## src/rtl/cmp_pkg.sv

```systemverilog
// Shared definitions for the comparator BIST driver: FSM state encoding,
// result-flag bit positions and the legal parameter limits.
package cmp_pkg;

  // Sweep controller states
  typedef enum logic [1:0] {
    ST_IDLE  = 2'd0,
    ST_HOLD  = 2'd1,
    ST_CHECK = 2'd2,
    ST_DONE  = 2'd3
  } cmp_state_e;

  // Position of each comparator flag inside a packed {g,l,eq} triple
  localparam int G_BIT  = 2;
  localparam int L_BIT  = 1;
  localparam int EQ_BIT = 0;
  localparam int FLAG_W = 3;

  // Largest supported operand width and settle delay
  localparam int MAX_WIDTH  = 8;
  localparam int MAX_SETTLE = 15;

  // Width of the per-vector hold counter; covers 0..MAX_SETTLE
  localparam int HOLD_W = 4;

  // Pack three individual flags into a {g,l,eq} vector
  function automatic logic [FLAG_W-1:0] pack_flags(input logic g, input logic l,
                                                   input logic eq);
    logic [FLAG_W-1:0] f;
    f         = '0;
    f[G_BIT]  = g;
    f[L_BIT]  = l;
    f[EQ_BIT] = eq;
    return f;
  endfunction

endpackage

```

## src/rtl/cmp_golden_model.sv

```systemverilog
// Reference comparator: unsigned magnitude compare of a and b, producing the
// expected {g,l,eq} flags. Purely combinational.
module cmp_golden_model
  import cmp_pkg::*;
#(
  parameter int WIDTH = 1
) (
  input  logic [WIDTH-1:0]  a_in,
  input  logic [WIDTH-1:0]  b_in,
  output logic [FLAG_W-1:0] exp_flags_out
);

  // Exactly one flag is high for any operand pair
  always_comb begin
    exp_flags_out = pack_flags(a_in > b_in, a_in < b_in, a_in == b_in);
  end

endmodule

```

## src/rtl/comparator_bist_driver.sv

```systemverilog
// Self-checking stimulus engine for a comparator under test. Sweeps every
// {b,a} operand pair in ascending order, holds each pair for SETTLE+1 cycles,
// samples {g,l,eq} on the last cycle and counts mismatching vectors against
// the golden model. Optional build macro FIRST_FAIL_CAPTURE_EN adds ports that
// latch the first failing vector of a sweep and the flags observed on it.
module comparator_bist_driver
  import cmp_pkg::*;
#(
  parameter int WIDTH  = 1,
  parameter int SETTLE = 1,
  parameter int ERR_W  = 2*WIDTH+1
) (
  input  logic               clk_in,
  input  logic               rst_n_in,
  input  logic               start_in,
  output logic [WIDTH-1:0]   a_out,
  output logic [WIDTH-1:0]   b_out,
  input  logic               g_in,
  input  logic               l_in,
  input  logic               eq_in,
  output logic               busy_out,
  output logic               done_out,
  output logic               pass_out,
  output logic [ERR_W-1:0]   err_cnt_out
`ifdef FIRST_FAIL_CAPTURE_EN
  ,
  output logic               fail_valid_out,
  output logic [WIDTH-1:0]   fail_a_out,
  output logic [WIDTH-1:0]   fail_b_out,
  output logic [FLAG_W-1:0]  fail_obs_out
`endif
);

  localparam int IDX_W = 2*WIDTH;
  localparam logic [IDX_W-1:0]  IDX_MAX = '1;
  localparam logic [ERR_W-1:0]  ERR_MAX = '1;
  // Last hold-counter value before moving on to CHECK
  localparam logic [HOLD_W-1:0] HOLD_LAST = (SETTLE > 0) ? HOLD_W'(SETTLE - 1) : '0;
  // With no settle time a new vector goes directly to its CHECK cycle
  localparam cmp_state_e VEC_ENTRY = (SETTLE == 0) ? ST_CHECK : ST_HOLD;

  cmp_state_e         state_q, state_d;
  logic [IDX_W-1:0]   idx_q, idx_d;
  logic [HOLD_W-1:0]  hold_q, hold_d;
  logic [ERR_W-1:0]   err_q, err_d;
  logic               busy_q, busy_d;
  logic               done_q, done_d;
  logic               pass_q, pass_d;

  logic [FLAG_W-1:0]  exp_flags;
  logic [FLAG_W-1:0]  obs_flags;
  logic               mismatch;

`ifdef FIRST_FAIL_CAPTURE_EN
  logic               fail_valid_q, fail_valid_d;
  logic [WIDTH-1:0]   fail_a_q, fail_a_d;
  logic [WIDTH-1:0]   fail_b_q, fail_b_d;
  logic [FLAG_W-1:0]  fail_obs_q, fail_obs_d;
`endif

  // Operand A is the low half of the index so it toggles fastest
  assign a_out = idx_q[WIDTH-1:0];
  assign b_out = idx_q[IDX_W-1:WIDTH];

  cmp_golden_model #(
    .WIDTH (WIDTH)
  ) u_golden (
    .a_in          (a_out),
    .b_in          (b_out),
    .exp_flags_out (exp_flags)
  );

  // Any differing flag marks the whole vector as one error
  always_comb begin
    obs_flags = pack_flags(g_in, l_in, eq_in);
    mismatch  = (obs_flags != exp_flags);
  end

  // Next-state and next-output computation for the sweep controller
  always_comb begin
    state_d = state_q;
    idx_d   = idx_q;
    hold_d  = hold_q;
    err_d   = err_q;
    busy_d  = busy_q;
    done_d  = done_q;
    pass_d  = pass_q;
`ifdef FIRST_FAIL_CAPTURE_EN
    fail_valid_d = fail_valid_q;
    fail_a_d     = fail_a_q;
    fail_b_d     = fail_b_q;
    fail_obs_d   = fail_obs_q;
`endif
    unique case (state_q)
      ST_IDLE, ST_DONE: begin
        if (start_in) begin
          state_d = VEC_ENTRY;
          idx_d   = '0;
          hold_d  = '0;
          err_d   = '0;
          busy_d  = 1'b1;
          done_d  = 1'b0;
          pass_d  = 1'b0;
`ifdef FIRST_FAIL_CAPTURE_EN
          fail_valid_d = 1'b0;
          fail_a_d     = '0;
          fail_b_d     = '0;
          fail_obs_d   = '0;
`endif
        end
      end
      ST_HOLD: begin
        if (hold_q == HOLD_LAST) begin
          state_d = ST_CHECK;
          hold_d  = '0;
        end else begin
          hold_d = hold_q + HOLD_W'(1);
        end
      end
      ST_CHECK: begin
        if (mismatch && (err_q != ERR_MAX)) begin
          err_d = err_q + ERR_W'(1);
        end
`ifdef FIRST_FAIL_CAPTURE_EN
        if (mismatch && !fail_valid_q) begin
          fail_valid_d = 1'b1;
          fail_a_d     = a_out;
          fail_b_d     = b_out;
          fail_obs_d   = obs_flags;
        end
`endif
        if (idx_q == IDX_MAX) begin
          state_d = ST_DONE;
          busy_d  = 1'b0;
          done_d  = 1'b1;
          pass_d  = (err_d == '0);
        end else begin
          state_d = VEC_ENTRY;
          idx_d   = idx_q + IDX_W'(1);
          hold_d  = '0;
        end
      end
      default: begin
        state_d = ST_IDLE;
      end
    endcase
  end

  // Controller state and registered outputs; reset aborts any sweep
  always_ff @(posedge clk_in or negedge rst_n_in) begin
    if (!rst_n_in) begin
      state_q <= ST_IDLE;
      idx_q   <= '0;
      hold_q  <= '0;
      err_q   <= '0;
      busy_q  <= 1'b0;
      done_q  <= 1'b0;
      pass_q  <= 1'b0;
`ifdef FIRST_FAIL_CAPTURE_EN
      fail_valid_q <= 1'b0;
      fail_a_q     <= '0;
      fail_b_q     <= '0;
      fail_obs_q   <= '0;
`endif
    end else begin
      state_q <= state_d;
      idx_q   <= idx_d;
      hold_q  <= hold_d;
      err_q   <= err_d;
      busy_q  <= busy_d;
      done_q  <= done_d;
      pass_q  <= pass_d;
`ifdef FIRST_FAIL_CAPTURE_EN
      fail_valid_q <= fail_valid_d;
      fail_a_q     <= fail_a_d;
      fail_b_q     <= fail_b_d;
      fail_obs_q   <= fail_obs_d;
`endif
    end
  end

  assign busy_out    = busy_q;
  assign done_out    = done_q;
  assign pass_out    = pass_q;
  assign err_cnt_out = err_q;

`ifdef FIRST_FAIL_CAPTURE_EN
  assign fail_valid_out = fail_valid_q;
  assign fail_a_out     = fail_a_q;
  assign fail_b_out     = fail_b_q;
  assign fail_obs_out   = fail_obs_q;
`endif

endmodule

```

## config.mk

```make
export PLATFORM = sky130hd
export DESIGN_NAME = comparator_bist_driver
export DESIGN_NICKNAME = d
export VERILOG_FILES = /design/src/rtl/cmp_pkg.sv /design/src/rtl/cmp_golden_model.sv /design/src/rtl/comparator_bist_driver.sv
export SDC_FILE = /design/constraint.sdc
export NUM_CORES = 1
export LEC_CHECK = 0
export CORE_MARGIN = 8
export CORE_UTILIZATION = 45
export DETAILED_ROUTE_END_ITERATION = 7
export GPL_TIMING_DRIVEN = 0
export PLACE_DENSITY_LB_ADDON = 0.3
export RECOVER_POWER = 25
export SYNTH_ARGS = -nofsm -noshare
export SYNTH_HDL_FRONTEND = slang
export SYNTH_SLANG_ARGS = --single-unit
```

## constraint.sdc

```tcl
create_clock -name clk_in -period 2.3 [get_ports clk_in]
set_input_delay 0.23 -clock clk_in [delete_from_list [all_inputs] [get_ports clk_in]]
set_output_delay 0.23 -clock clk_in [all_outputs]
set_load 0.02 [all_outputs]
```

# Word level (Yosys, flattened, before mapping)
# Cells that the tools add are included.
# totals
regBits	14
in_bits	6
output_inout_bits	8
word_cells	57
# classes
addsub	3
magnitude_cmp	2
eq_ne	11
muxes	23
reduce_logical	11
# op_table
cell	count
4-bit two-way mux	3
4-bit one-hot mux with 3 select lines	1
2-bit two-way mux	5
3-bit two-way mux	3
2-bit inequality test, second input constant	4
2-bit == test, second input constant	3
1-bit one-hot mux with 2 select lines	3
2-bit one-hot mux with 3 select lines	1
3-bit one-hot mux with 2 select lines	1
2-bit AND reduction	3
3-bit AND reduction	2
1-bit two-way mux	5
4-bit by 1-bit adder with 4-bit output, second input constant	1
4-bit zero test	1
2-bit one-hot mux with 2 select lines	1
3-bit by 1-bit adder with 3-bit output, second input constant	1
3-bit zero test	1
3-bit inequality test	1
3-bit inequality test, second input constant	1
2-bit by 1-bit adder with 2-bit output, second input constant	1
2-bit by 1-bit == test with 1-bit output, second input constant	1
2-bit zero test	1
2-bit nonzero test	1
2-bit OR reduction	1
other kinds (4)	4

# Longest topological paths before layout
# logic_depth
depth_word	8
ltp_mapped	8
mapped_depth_nobuf	6

# By module
# Synthesis repeated with hierarchy kept, for this count alone.
# unflattened
cells_unflattened	110
area_unflattened_um2	940.9
# modules_own_cells
module	n_inst	cells_each	area_per_inst_um2
comparator_bist_driver	1	106	908.4
cmp_golden_model	1	4	32.5

# Least setup slack after synthesis
# Ideal clock, no wire load.
# synth_path
kind	register to register
start	reg idx_q[0]
end	reg err_q[2] (netlist: err_cnt_out[2])
setup_time_ns	0.124
t_arrival_ns	1.771
t_required_ns	2.176
setup_slack_ns	0.406
path_stages_with_launch	7
period_less_slack_ns	1.894
path_cell_list	dfrtp_1 > inv_1 > ha_1 > xnor2_1 > a31oi_2 > and4_1 > a211o_1
# synth_between
elab_chain_cells	6
word_cells_on_any_way	8
cone_classes	2 x order compare; 2 x eq/ne; 3 x mux; 1 x reduce/logical
# synth_lines
element	line_no	source
from (decl)	comparator_bist_driver.sv:43	logic [IDX_W-1:0] idx_q, idx_d;
from (signal assigned)	comparator_bist_driver.sv:167	idx_q <= idx_d;
1-bit == test, or another cell as far along	cmp_golden_model.sv:15	exp_flags_out = pack_flags(a_in > b_in, a_in < b_in, a_in == b_in);
3-bit inequality test *	comparator_bist_driver.sv:76	mismatch = (obs_flags != exp_flags);
1-bit logical AND *	comparator_bist_driver.sv:121	if (mismatch && (err_q != ERR_MAX)) begin
3-bit two-way mux *	comparator_bist_driver.sv:121	
3-bit two-way mux *	comparator_bist_driver.sv:94	unique case (state_q)
3-bit one-hot mux with 2 select lines *	comparator_bist_driver.sv:94	
to (signal assigned)	comparator_bist_driver.sv:169	err_q <= err_d;
to (decl)	comparator_bist_driver.sv:45	logic [ERR_W-1:0] err_q, err_d;
# Every way passes the cells marked *; elsewhere a longest branch is shown, timed or not. The select of a mux whose other input is x is not followed.
# A chain may end at the register's enable or synchronous reset.

# Final worst setup path
# Same ends and word-level chain as after synthesis.

==> reports/metrics.cfg <==
[run_status]
outcome = finished clean

[pwr]
pwr-share-comb_pct = 55.8
swShare_pct = 44.8
netSwitchingPower_mw = 0.559
seqPwrFrac_pct = 30.1
p_leak_nw = 0.563
power_density_mw_per_mm2 = 1080
power.total_mw = 1.25
p_int_mw = 0.689
clockPowerShare_pct = 14.1
ir_worst_vdd_v = 0.000665

[yosys]
synth_top_family_by_area = simple AND/OR/NAND/NOR gates
synth_edf_count = 0
synthArstFlopShare_pct = 100
synth_adder_area_share_pct = 13.1
synth_seq_area_share_pct = 36.7
avgSynthCellArea_sq_um = 8.83
synth_cell_type_count = 31
yosys.area_share.simple_pct = 19.8
synthMuxAreaShare_pct = 3.15
synthXorXnorAreaFrac_pct = 6.30
synth_cells = 108
synth_fp_nets = 124
ys.flop_type = dfrtp_1
synth_seq_cells = 14
yosysWarnings = 0
synth_area_sq_um = 953
synth_compound_area_share_pct = 15.5

[sta]
worstMarginPinSlew_ps = 672
min_period_ps = 1980
setup_slack_ps = 321
holdWs_ps = 421
rsz0062_at_grt = no
slew_headroom_pct = 55.1
fin_skew_ps = 1.99
slew_viol_final = 0
setup_tns_ps = 0
hold_viol = 0
max_freq_ghz = 0.505
final.period_utilization_pct = 86.1
setup_viol = 0

[routing]
wl_per_cell_microns = 12.6
drt-pass1-iter-count = 4
vias_per_cell = 5.23
ant_nets = 0
routed_wl_microns = 1920
remaining_drc_errors = 0
drt_iter0_drc = 19
vias = 795

[worst_setup_path]
critPathArrivalTime_ps = 2150
reg2reg_slack_ps = 320
end_kind = flop
crit_path_start_kind = flop
r2r_cells = 6
worstPathMaxFanout = 7
path_class = flop to flop
r2r-end = err_cnt_out[2]
r2r_start = idx_q[0]
required_ps = 2470

[finish]
fillers = 188
layout_common_cells = dfrtp_1, nand2_1, clkdlybuf4s50_1
stdcell_area_sq_mm = 0.00115
antenna_cells = 0
drive_gt1_share_pct = 7.20
syn_to_final_growth_pct = 21.0
nets = 142
final_common_cell = dfrtp_1
finalCoreUtilization_pct = 58.2
instances_no_fill = 152
multiInputGateArea_sq_um = 552
final-seq-area_sq_um = 350

[die]
fp-row-count = 16
dieHeight_microns = 62.0
start_util_pct = 48.1
io_pins = 14
dieArea_sq_mm = 0.00385
die_x_microns = 62.0
fp.coreArea_sq_mm = 0.00198

[placed_design]
place_ws_ps = 327
dp_hpwl_microns = 1540
gp_congestion = 0.771
dp.cells = 148
dpl_cell_area_sq_mm = 0.00112
portBuffers = 13

[clock_tree]
path_clk_slew_ps = 80
cts_setup_buffers = 0
cts_root_buffer = clkbuf_4
cts.path.max_buffers = 2
cts_resized = 0
cts_buffers = 3
ctsHoldBuffers = 0
clk_latency_ps = 280
cts_sinks = 14
htree_levels = 1
cts_tree = yes

[worst_hold_path]
min_path_type = input pin to asynchronous set/reset pin

[job]
cap_violations = 0

[grt]
antenna_found_initial = 0
grt_use_total_pct = 11.2
first_global_vias = 691
gr-total-overflow = 0
grt_max_degree = 15
grt_pass1_wl_microns = 3250

Yosys cell counts, types with 3 or more instances:
| cell type | instances | area share [%] |
|---|---|---|
| mux2i_1 | 3 | 3.1 |
| and3_1 | 4 | 2.6 |
| o21ai_1 | 6 | 3.1 |
| nand2_1 | 13 | 5.1 |
| xnor2_1 | 3 | 2.8 |
| a21oi_1 | 6 | 3.1 |
| inv_1 | 9 | 3.5 |
| ha_1 | 10 | 13 |
| nor2_1 | 9 | 3.5 |
| dfrtp_1 | 14 | 37 |
| o21ai_0 | 5 | 2.6 |
power groups by stage:
stage	logic [mW]	clock network, mW	registers, mW
after floorplan	0.480	0	0.402
after global placement	0.677	0	0.375
after detailed placement	0.701	0	0.382
after CTS	0.704	0.179	0.377
after global routing	0.786	0.197	0.389
final	0.697	0.176	0.375
kinds of logic after synthesis:
kind of cell / count (synthesis)
and+or+nand+nor: 38
AOI/OAI and AO/OA: 24
DFF: 14
buffers and inverters: 13
adders and majority gates: 10
xor gates and xnor gates: 6
muxes: 3
cell type report:
cell class | count | share of cell area, %
multi-input combinational | 81 | 47.8
timing repair buffer | 13 | 11.3
clock buffer | 4 | 3.15
sequential | 14 | 30.4
buffer | 4 | 1.52
tap | 27 | 2.93
inverter | 9 | 2.93
registers in the layout, indices dropped and copies added, names as in the netlist:
signal / count
idx_q: 2
done_out: 1
err_cnt_out: 3
state_q: 2
busy_out: 1
hold_q: 4
pass_out: 1
worst max-delay path by stage:
stage / endpoint / cells past startpoint / start / slack [ps]
after floorplan: err_cnt_out[2] / 6 / idx_q[0] / 410
after global placement: err_cnt_out[2] / 6 / idx_q[0] / 410
after detailed placement: err_cnt_out[2] / 6 / idx_q[0] / 330
after CTS: err_cnt_out[2] / 6 / idx_q[0] / 320
after global routing: err_cnt_out[2] / 6 / idx_q[0] / 230
final: err_cnt_out[2] / 6 / idx_q[0] / 320
worst max-delay path: stages, from the launching register on:
cell     delay (ps)
dfrtp_1         450
inv_1            70
ha_1            330
xnor2_1         280
a31oi_2         230
and4_1          260
a211o_1         260
per-layer routing:
| layer | part of all wire [%] | up-vias | GRT usage [%] |
|---|---|---|---|
| met5 | 0 | - | 0 |
| li1 | - | 409 | - |
| met2 | 47 | 11 | 17.8 |
| met1 | 48 | 373 | 14.4 |
| met3 | 3.4 | 2 | 2.67 |
| met4 | 0.89 | 0 | 3.90 |
Power figures use the tool's default switching activity.
